File: src/rtl/bbox_scan_ctrl.sv
// bbox_scan_ctrl: frame sequencer for the bounding-box datapath.
// Clears the accumulators, then reads the image RAM in raster order. Each pixel
// is streamed with its (x,y) over valid/ready. A 2-entry skid FIFO absorbs stalls.
// When the buffer is empty, the returning RAM word is bypassed straight to the
// output, so the first pixel appears one cycle after the first read.
module bbox_scan_ctrl #(
    parameter int IMG_W  = 768,
    parameter int IMG_H  = 512,
    parameter int PIX_W  = 24,
    parameter int ADDR_W = 19,
    parameter int X_W    = 10,
    parameter int Y_W    = 10
) (
    input  logic              CLOCK_50,
    input  logic              rst_n,
    input  logic              start,
    input  logic              abort,
    output logic              ram_rd,
    output logic [ADDR_W-1:0] ram_addr,
    input  logic [PIX_W-1:0]  ram_q,
    output logic              bb_clear,
    output logic              pix_valid,
    input  logic              pix_ready,
    output logic [PIX_W-1:0]  pix_data,
    output logic [X_W-1:0]    pix_x,
    output logic [Y_W-1:0]    pix_y,
    output logic              pix_last,
    output logic              busy,
    output logic              done
);

    localparam logic [X_W-1:0] X_LAST = X_W'(IMG_W - 1);
    localparam logic [Y_W-1:0] Y_LAST = Y_W'(IMG_H - 1);

    typedef enum logic [2:0] {S_IDLE, S_CLEAR, S_SCAN, S_DRAIN, S_DONE} state_t;

    typedef struct packed {
        logic [PIX_W-1:0] data;
        logic [X_W-1:0]   x;
        logic [Y_W-1:0]   y;
        logic             last;
    } pix_t;

    state_t         state, state_nxt;
    logic [X_W-1:0] x_cnt;
    logic [Y_W-1:0] y_cnt;
    logic           issue_last;

    // tag of the read whose data returns this cycle
    logic           inflight;
    logic [X_W-1:0] inf_x;
    logic [Y_W-1:0] inf_y;
    logic           inf_last;

    pix_t           fifo [2];
    logic           wr_ptr, rd_ptr;
    logic [1:0]     occ;

    pix_t           arrive, head;
    logic           hs, push, pop;
    logic [2:0]     used;

    assign issue_last = (x_cnt == X_LAST) && (y_cnt == Y_LAST);

    assign arrive    = '{data: ram_q, x: inf_x, y: inf_y, last: inf_last};
    assign head      = (occ != 2'd0) ? fifo[rd_ptr] : arrive;
    assign pix_valid = (occ != 2'd0) | inflight;
    assign hs        = pix_valid & pix_ready;
    // the returning word is buffered unless it bypasses and is taken right away
    assign push      = inflight & ~((occ == 2'd0) & hs);
    assign pop       = hs & (occ != 2'd0);

    // entries still owed to the consumer after this cycle's handshake; keep <= 2
    assign used   = {1'b0, occ} + {2'b00, inflight} - {2'b00, hs};
    assign ram_rd = (state == S_SCAN) & ~abort & (used < 3'd2);

    assign pix_data = pix_valid ? head.data : '0;
    assign pix_x    = pix_valid ? head.x    : '0;
    assign pix_y    = pix_valid ? head.y    : '0;
    assign pix_last = pix_valid & head.last;

    // next-state decision; abort overrides everything including start
    always_comb begin
        state_nxt = state;
        if (abort) begin
            state_nxt = S_IDLE;
        end else begin
            unique case (state)
                S_IDLE:  if (start) state_nxt = S_CLEAR;
                S_CLEAR: state_nxt = S_SCAN;
                S_SCAN:  if (ram_rd && issue_last) state_nxt = S_DRAIN;
                S_DRAIN: if (hs && head.last) state_nxt = S_DONE;
                S_DONE:  if (start) state_nxt = S_CLEAR;
                default: state_nxt = S_IDLE;
            endcase
        end
    end

    // state register with registered status flags
    always_ff @(posedge CLOCK_50 or negedge rst_n) begin
        if (!rst_n) begin
            state    <= S_IDLE;
            bb_clear <= 1'b0;
            busy     <= 1'b0;
            done     <= 1'b0;
        end else begin
            state    <= state_nxt;
            bb_clear <= (state_nxt == S_CLEAR);
            busy     <= (state_nxt == S_CLEAR) || (state_nxt == S_SCAN) || (state_nxt == S_DRAIN);
            done     <= (state_nxt == S_DONE);
        end
    end

    // linear address and raster x/y advance once per issued read
    always_ff @(posedge CLOCK_50 or negedge rst_n) begin
        if (!rst_n) begin
            ram_addr <= '0;
            x_cnt    <= '0;
            y_cnt    <= '0;
        end else if (state == S_CLEAR) begin
            ram_addr <= '0;
            x_cnt    <= '0;
            y_cnt    <= '0;
        end else if (ram_rd) begin
            ram_addr <= ram_addr + 1'b1;
            if (x_cnt == X_LAST) begin
                x_cnt <= '0;
                y_cnt <= y_cnt + 1'b1;
            end else begin
                x_cnt <= x_cnt + 1'b1;
            end
        end
    end

    // coordinates ride along with the read for one cycle
    always_ff @(posedge CLOCK_50 or negedge rst_n) begin
        if (!rst_n) begin
            inflight <= 1'b0;
            inf_x    <= '0;
            inf_y    <= '0;
            inf_last <= 1'b0;
        end else begin
            inflight <= ram_rd;
            if (ram_rd) begin
                inf_x    <= x_cnt;
                inf_y    <= y_cnt;
                inf_last <= issue_last;
            end
        end
    end

    // skid FIFO pointers and occupancy; abort discards buffered pixels
    always_ff @(posedge CLOCK_50 or negedge rst_n) begin
        if (!rst_n) begin
            wr_ptr <= 1'b0;
            rd_ptr <= 1'b0;
            occ    <= 2'd0;
        end else if (abort) begin
            wr_ptr <= 1'b0;
            rd_ptr <= 1'b0;
            occ    <= 2'd0;
        end else begin
            if (push) wr_ptr <= ~wr_ptr;
            if (pop)  rd_ptr <= ~rd_ptr;
            if (push && !pop)      occ <= occ + 2'd1;
            else if (pop && !push) occ <= occ - 2'd1;
        end
    end

    // FIFO storage; contents only matter while occupied
    always_ff @(posedge CLOCK_50 or negedge rst_n) begin
        if (!rst_n) begin
            fifo[0] <= '0;
            fifo[1] <= '0;
        end else if (push && !abort) begin
            fifo[wr_ptr] <= arrive;
        end
    end

endmodule

File: config.mk
export PLATFORM = sky130hd
export DESIGN_NAME = bbox_scan_ctrl
export DESIGN_NICKNAME = d
export VERILOG_FILES = /design/src/rtl/bbox_scan_ctrl.sv
export SDC_FILE = /design/constraint.sdc
export NUM_CORES = 1
export LEC_CHECK = 0
export BUFFER_PORTS_ARGS = -buffer_cell sky130_fd_sc_hd__buf_2
export CORE_ASPECT_RATIO = 1.75
export CORE_MARGIN = 8
export CORE_UTILIZATION = 50
export CTS_BUF_LIST = sky130_fd_sc_hd__clkbuf_8 sky130_fd_sc_hd__clkbuf_16
export CTS_CLUSTER_DIAMETER = 50
export DETAILED_ROUTE_END_ITERATION = 8
export HOLD_SLACK_MARGIN = 0.1
export PLACE_DENSITY = 0.7
export SETUP_SLACK_MARGIN = 0.4
export SLEW_MARGIN = 20
export SYNTH_ARGS = -nofsm -noshare
export SYNTH_HDL_FRONTEND = slang
export SYNTH_SLANG_ARGS = --single-unit
File: constraint.sdc
create_clock -name CLOCK_50 -period 5.9 [get_ports CLOCK_50]
set_input_delay 0 -clock CLOCK_50 [delete_from_list [all_inputs] [get_ports CLOCK_50]]
set_output_delay 0 -clock CLOCK_50 [all_outputs]
set_load 0.005 [all_outputs]
==> results.sh <==
export IMPL_crit_type="reg -> out"
export IMPL_synth_edf_count=0
export IMPL_totalWireLength_um=18490
export IMPL_die_area_um2=19980
export IMPL_track_usage_pct=19.22
export IMPL_avgRoutedWirePerCell_um=18.09
export IMPL_stdcell_count=1022
export IMPL_period_share_pct=71.60
export IMPL_drv_cap=0
export IMPL_rsz0062_at_grt="false"
export IMPL_irDropWorstVdd_v=0.0001738
export IMPL_synth_cell_types=50
export IMPL_async_flop_share_pct=100.0
export IMPL_grt_max_degree=97
export IMPL_path_cells="or3_1 > and2_1 > ha_1 > nand2b_1 > fa_1 > and3b_1 > nand3_1 > inv_1 > buf_2"
export IMPL_critPathLaunchType="register"
export IMPL_critPathArrivalTime_ps=4220
export IMPL_die_height_um=181.1
export IMPL_grt_overflow_total=0
export IMPL_start_util_pct=50.84
export IMPL_gp_congestion=0.8436
export IMPL_htree_num_levels=4
export IMPL_dpl_cell_area_um2=8376
export IMPL_leakagePower_uw=0.004364
export IMPL_root_buffer="clkbuf_16"
export IMPL_yosysWarnings=0
export IMPL_setup_ws_ps=1676
export IMPL_drcViolationCount=0
export IMPL_io_buffers=97
export IMPL_io_pins=98
export IMPL_hold_viol_final=0
export IMPL_cp_slowest_cell="inv_1"
export IMPL_status="complete, no violations"
export IMPL_synth_net_count=752
export IMPL_setup_viol=0
export IMPL_worstReg2RegStart="occ[1]"
export IMPL_drt_iter0_drc=423
export IMPL_antenna_found_initial=0
export IMPL_tightest_slew_ps=942.0
export IMPL_row_count=60
export IMPL_die_w_um=110.3
export IMPL_fin_hold_ws_ps=222.4
export IMPL_vias_per_cell=5.794
export IMPL_power_density_nw_per_um2=278.3
export IMPL_dp_slack_ps=1956
export IMPL_firstDrtPassIters=4
export IMPL_clk_pin_slew_worst_paths_ps=70
export IMPL_final_area_um2=9293
export IMPL_grt_pass1_wl_um=30810
export IMPL_reg2reg_slack_ps=1920
export IMPL_finalClockSkew_ps=11.09
export IMPL_syn_area_per_cell_um2=10.84
export IMPL_end_kind="output pin"
export IMPL_syn_to_final_growth_pct=19.35
export IMPL_place_inst=960
export IMPL_fmax_ghz=0.2367
export IMPL_syn_area_um2=7786
export IMPL_cts_made_buffers=17
export IMPL_cts_tree="done"
export IMPL_nFillCells=1240
export IMPL_clk_path_buf_depth=2
export IMPL_crit_path_max_fanout=22
export IMPL_synth_top_flop_cell="dfrtp_1"
export IMPL_clock_sinks=161
export IMPL_rr_worst_depth=10
export IMPL_syn_inst=718
export IMPL_fin_tns_setup_ps=0
export IMPL_num_vias=5921
export IMPL_cp_required_ps=5900
export IMPL_clk_latency_ps=420
export IMPL_dp_hpwl_um=12030
export IMPL_synth_seq_cells=161
export IMPL_relSlewSlack_pct=36.62
export IMPL_grt_pass1_vias=6287
export IMPL_critPathMaxStageDelay_ps=750
export IMPL_regToRegEndpoint="x_cnt[6]"
export IMPL_hold_class="in -> async"
export IMPL_diodes=0
export IMPL_min_period_ps=4224
export IMPL_fin_nets=857
export IMPL_drive_gt1_share_pct=28.59
export IMPL_ant_nets=0
export IMPL_core_um2=15310
export IMPL_yosysSeqAreaShare_pct=51.74
export IMPL_slew_violations=0
[cell usage after synthesis, drive strengths merged, types with 2 or more instances]
cell / count / area (µm²)
a211oi: 2 / 15.01
a21oi: 22 / 110.1
and3: 3 / 18.77
and4: 4 / 35.03
buf: 20 / 108.9
clkbuf: 28 / 105.1
dfrtp: 161 / 4029
ha: 4 / 50.05
inv: 10 / 37.54
mux2: 91 / 1025
mux2i: 47 / 470.5
nand2: 74 / 277.8
nand2b: 4 / 25.02
nand3: 64 / 320.3
nand4: 12 / 75.07
nor2: 18 / 67.56
nor2b: 2 / 12.51
nor3: 8 / 45.04
nor4: 9 / 56.30
o211a: 2 / 20.02
o211ai: 3 / 22.52
o21ai: 58 / 290.3
o31ai: 13 / 97.59
or2: 5 / 31.28
or3: 9 / 56.30
or3b: 3 / 26.28
or4: 16 / 123.9
xnor2: 7 / 61.31
xor2: 5 / 43.79
[state kept, by name (all words and copies together) (netlist names)]
| register | count |
|---|---|
| fifo | 90 |
| ram_addr | 19 |
| inf_x | 10 |
| inf_y | 10 |
| x_cnt | 10 |
| y_cnt | 10 |
| state | 3 |
| occ | 2 |
| bb_clear | 1 |
| busy | 1 |
| done | 1 |
| inf_last | 1 |
| inflight | 1 |
| rd_ptr | 1 |
| wr_ptr | 1 |
[final cells by class]
type	count	area, µm²	area share [%]
clock buffers	19	452.9	4.874
clock inverters	13	158.9	1.710
inverters	10	37.54	0.4039
multi-input cells	499	3531	38.00
flip-flops and latches	161	4030	43.37
well taps	186	232.7	2.504
repair buffers	134	849.6	9.142
[logic make-up (layout without fill, tap and decap cells)]
family | count (synthesis) | in the layout | share of synthesized area (%)
AOI/OAI and AO/OA | 107 | 107 | 7.890
xor gates and xnor gates | 12 | 12 | 1.350
adders and majority gates | 5 | 5 | 0.8999
buffers and inverters | 58 | 176 | 3.230
DFF | 161 | 161 | 51.74
muxes | 138 | 138 | 19.20
and+or+nand+nor | 237 | 237 | 15.68
[how the worst max path moves through the flow]
stage | startpoint | endpoint | slack [ps] | cells after the start
2_1_floorplan | occ[1] | x_cnt[8] | 2430 | 11
3_3_place_gp | occ[1] | x_cnt[6] | 2110 | 10
3_5_place_dp | occ[1] | x_cnt[6] | 1960 | 10
4_1_cts | occ[1] | ram_rd | 1650 | 9
5_1_grt | occ[1] | ram_rd | 1370 | 9
6_report | occ[1] | ram_rd | 1680 | 9
[stage by stage]
stage	total power (µW)	utilization, %
detailed placement	1467	54.69
global route	2697	60.68
CTS	2611	60.58
floorplan	1372	-
finish	2586	60.68
global placement	1449	54.69
[cell usage in the layout (no fill, tap or decap), types with 3 or more instances in the layout]
| cell | Yosys | routed |
|---|---|---|
| clkinv_2 | 0 | 3 |
| and4_1 | 4 | 4 |
| o211ai_1 | 3 | 3 |
| a21oi_1 | 22 | 22 |
| o21ai_0 | 56 | 56 |
| o31ai_1 | 13 | 13 |
| clkbuf_16 | 0 | 17 |
| buf_2 | 9 | 96 |
| and3_1 | 3 | 3 |
| nand2_1 | 74 | 74 |
| or3_1 | 9 | 9 |
| mux2_2 | 91 | 91 |
| or4_1 | 15 | 15 |
| ha_1 | 4 | 4 |
| xor2_1 | 5 | 5 |
| buf_4 | 0 | 7 |
| mux2i_1 | 47 | 47 |
| nor2_1 | 18 | 17 |
| inv_1 | 10 | 11 |
| or2_2 | 4 | 4 |
| nand3_1 | 64 | 64 |
| dfrtp_1 | 161 | 160 |
| dlygate4sd3_1 | 0 | 29 |
| nor3_1 | 7 | 7 |
| nand4_1 | 12 | 12 |
| nor4_1 | 9 | 9 |
| bufinv_16 | 0 | 3 |
| xnor2_1 | 7 | 7 |
| nand2b_1 | 4 | 4 |
[metal layers]
| metal | GRT usage [%] | wire length [µm] | part of all wire [%] | vias up |
|---|---|---|---|---|
| li1 | - | - | - | 2806 |
| met1 | 22.17 | 7388 | 40 | 2959 |
| met2 | 33.05 | 9915 | 54 | 131 |
| met3 | 3.956 | 844 | 4.6 | 25 |
| met4 | 7.989 | 341 | 1.8 | 0 |
| met5 | 0 | 0 | 0 | - |
[report_power, final]
| group | total, µW | switching, µW | internal (µW) |
|---|---|---|---|
| sequential | 1230 | 50.8 | 1180 |
| clock | 1130 | 438 | 689 |
| combinational | 231 | 117 | 113 |
[what timing repair did]
action	CTS	global route
hold endpoints to repair	150	0
setup buffers	0	0
hold buffers	29	0
resized for setup	0	0
[worst max-delay path, delay by kind of cell, from the launching register on]
family        cells  cell delay, ps
fa+ha+maj         2             810
simple gates      5            1460
buf+inv           2            1000
flops             1             540
Note: power is estimated with default switching activity, not from simulation.
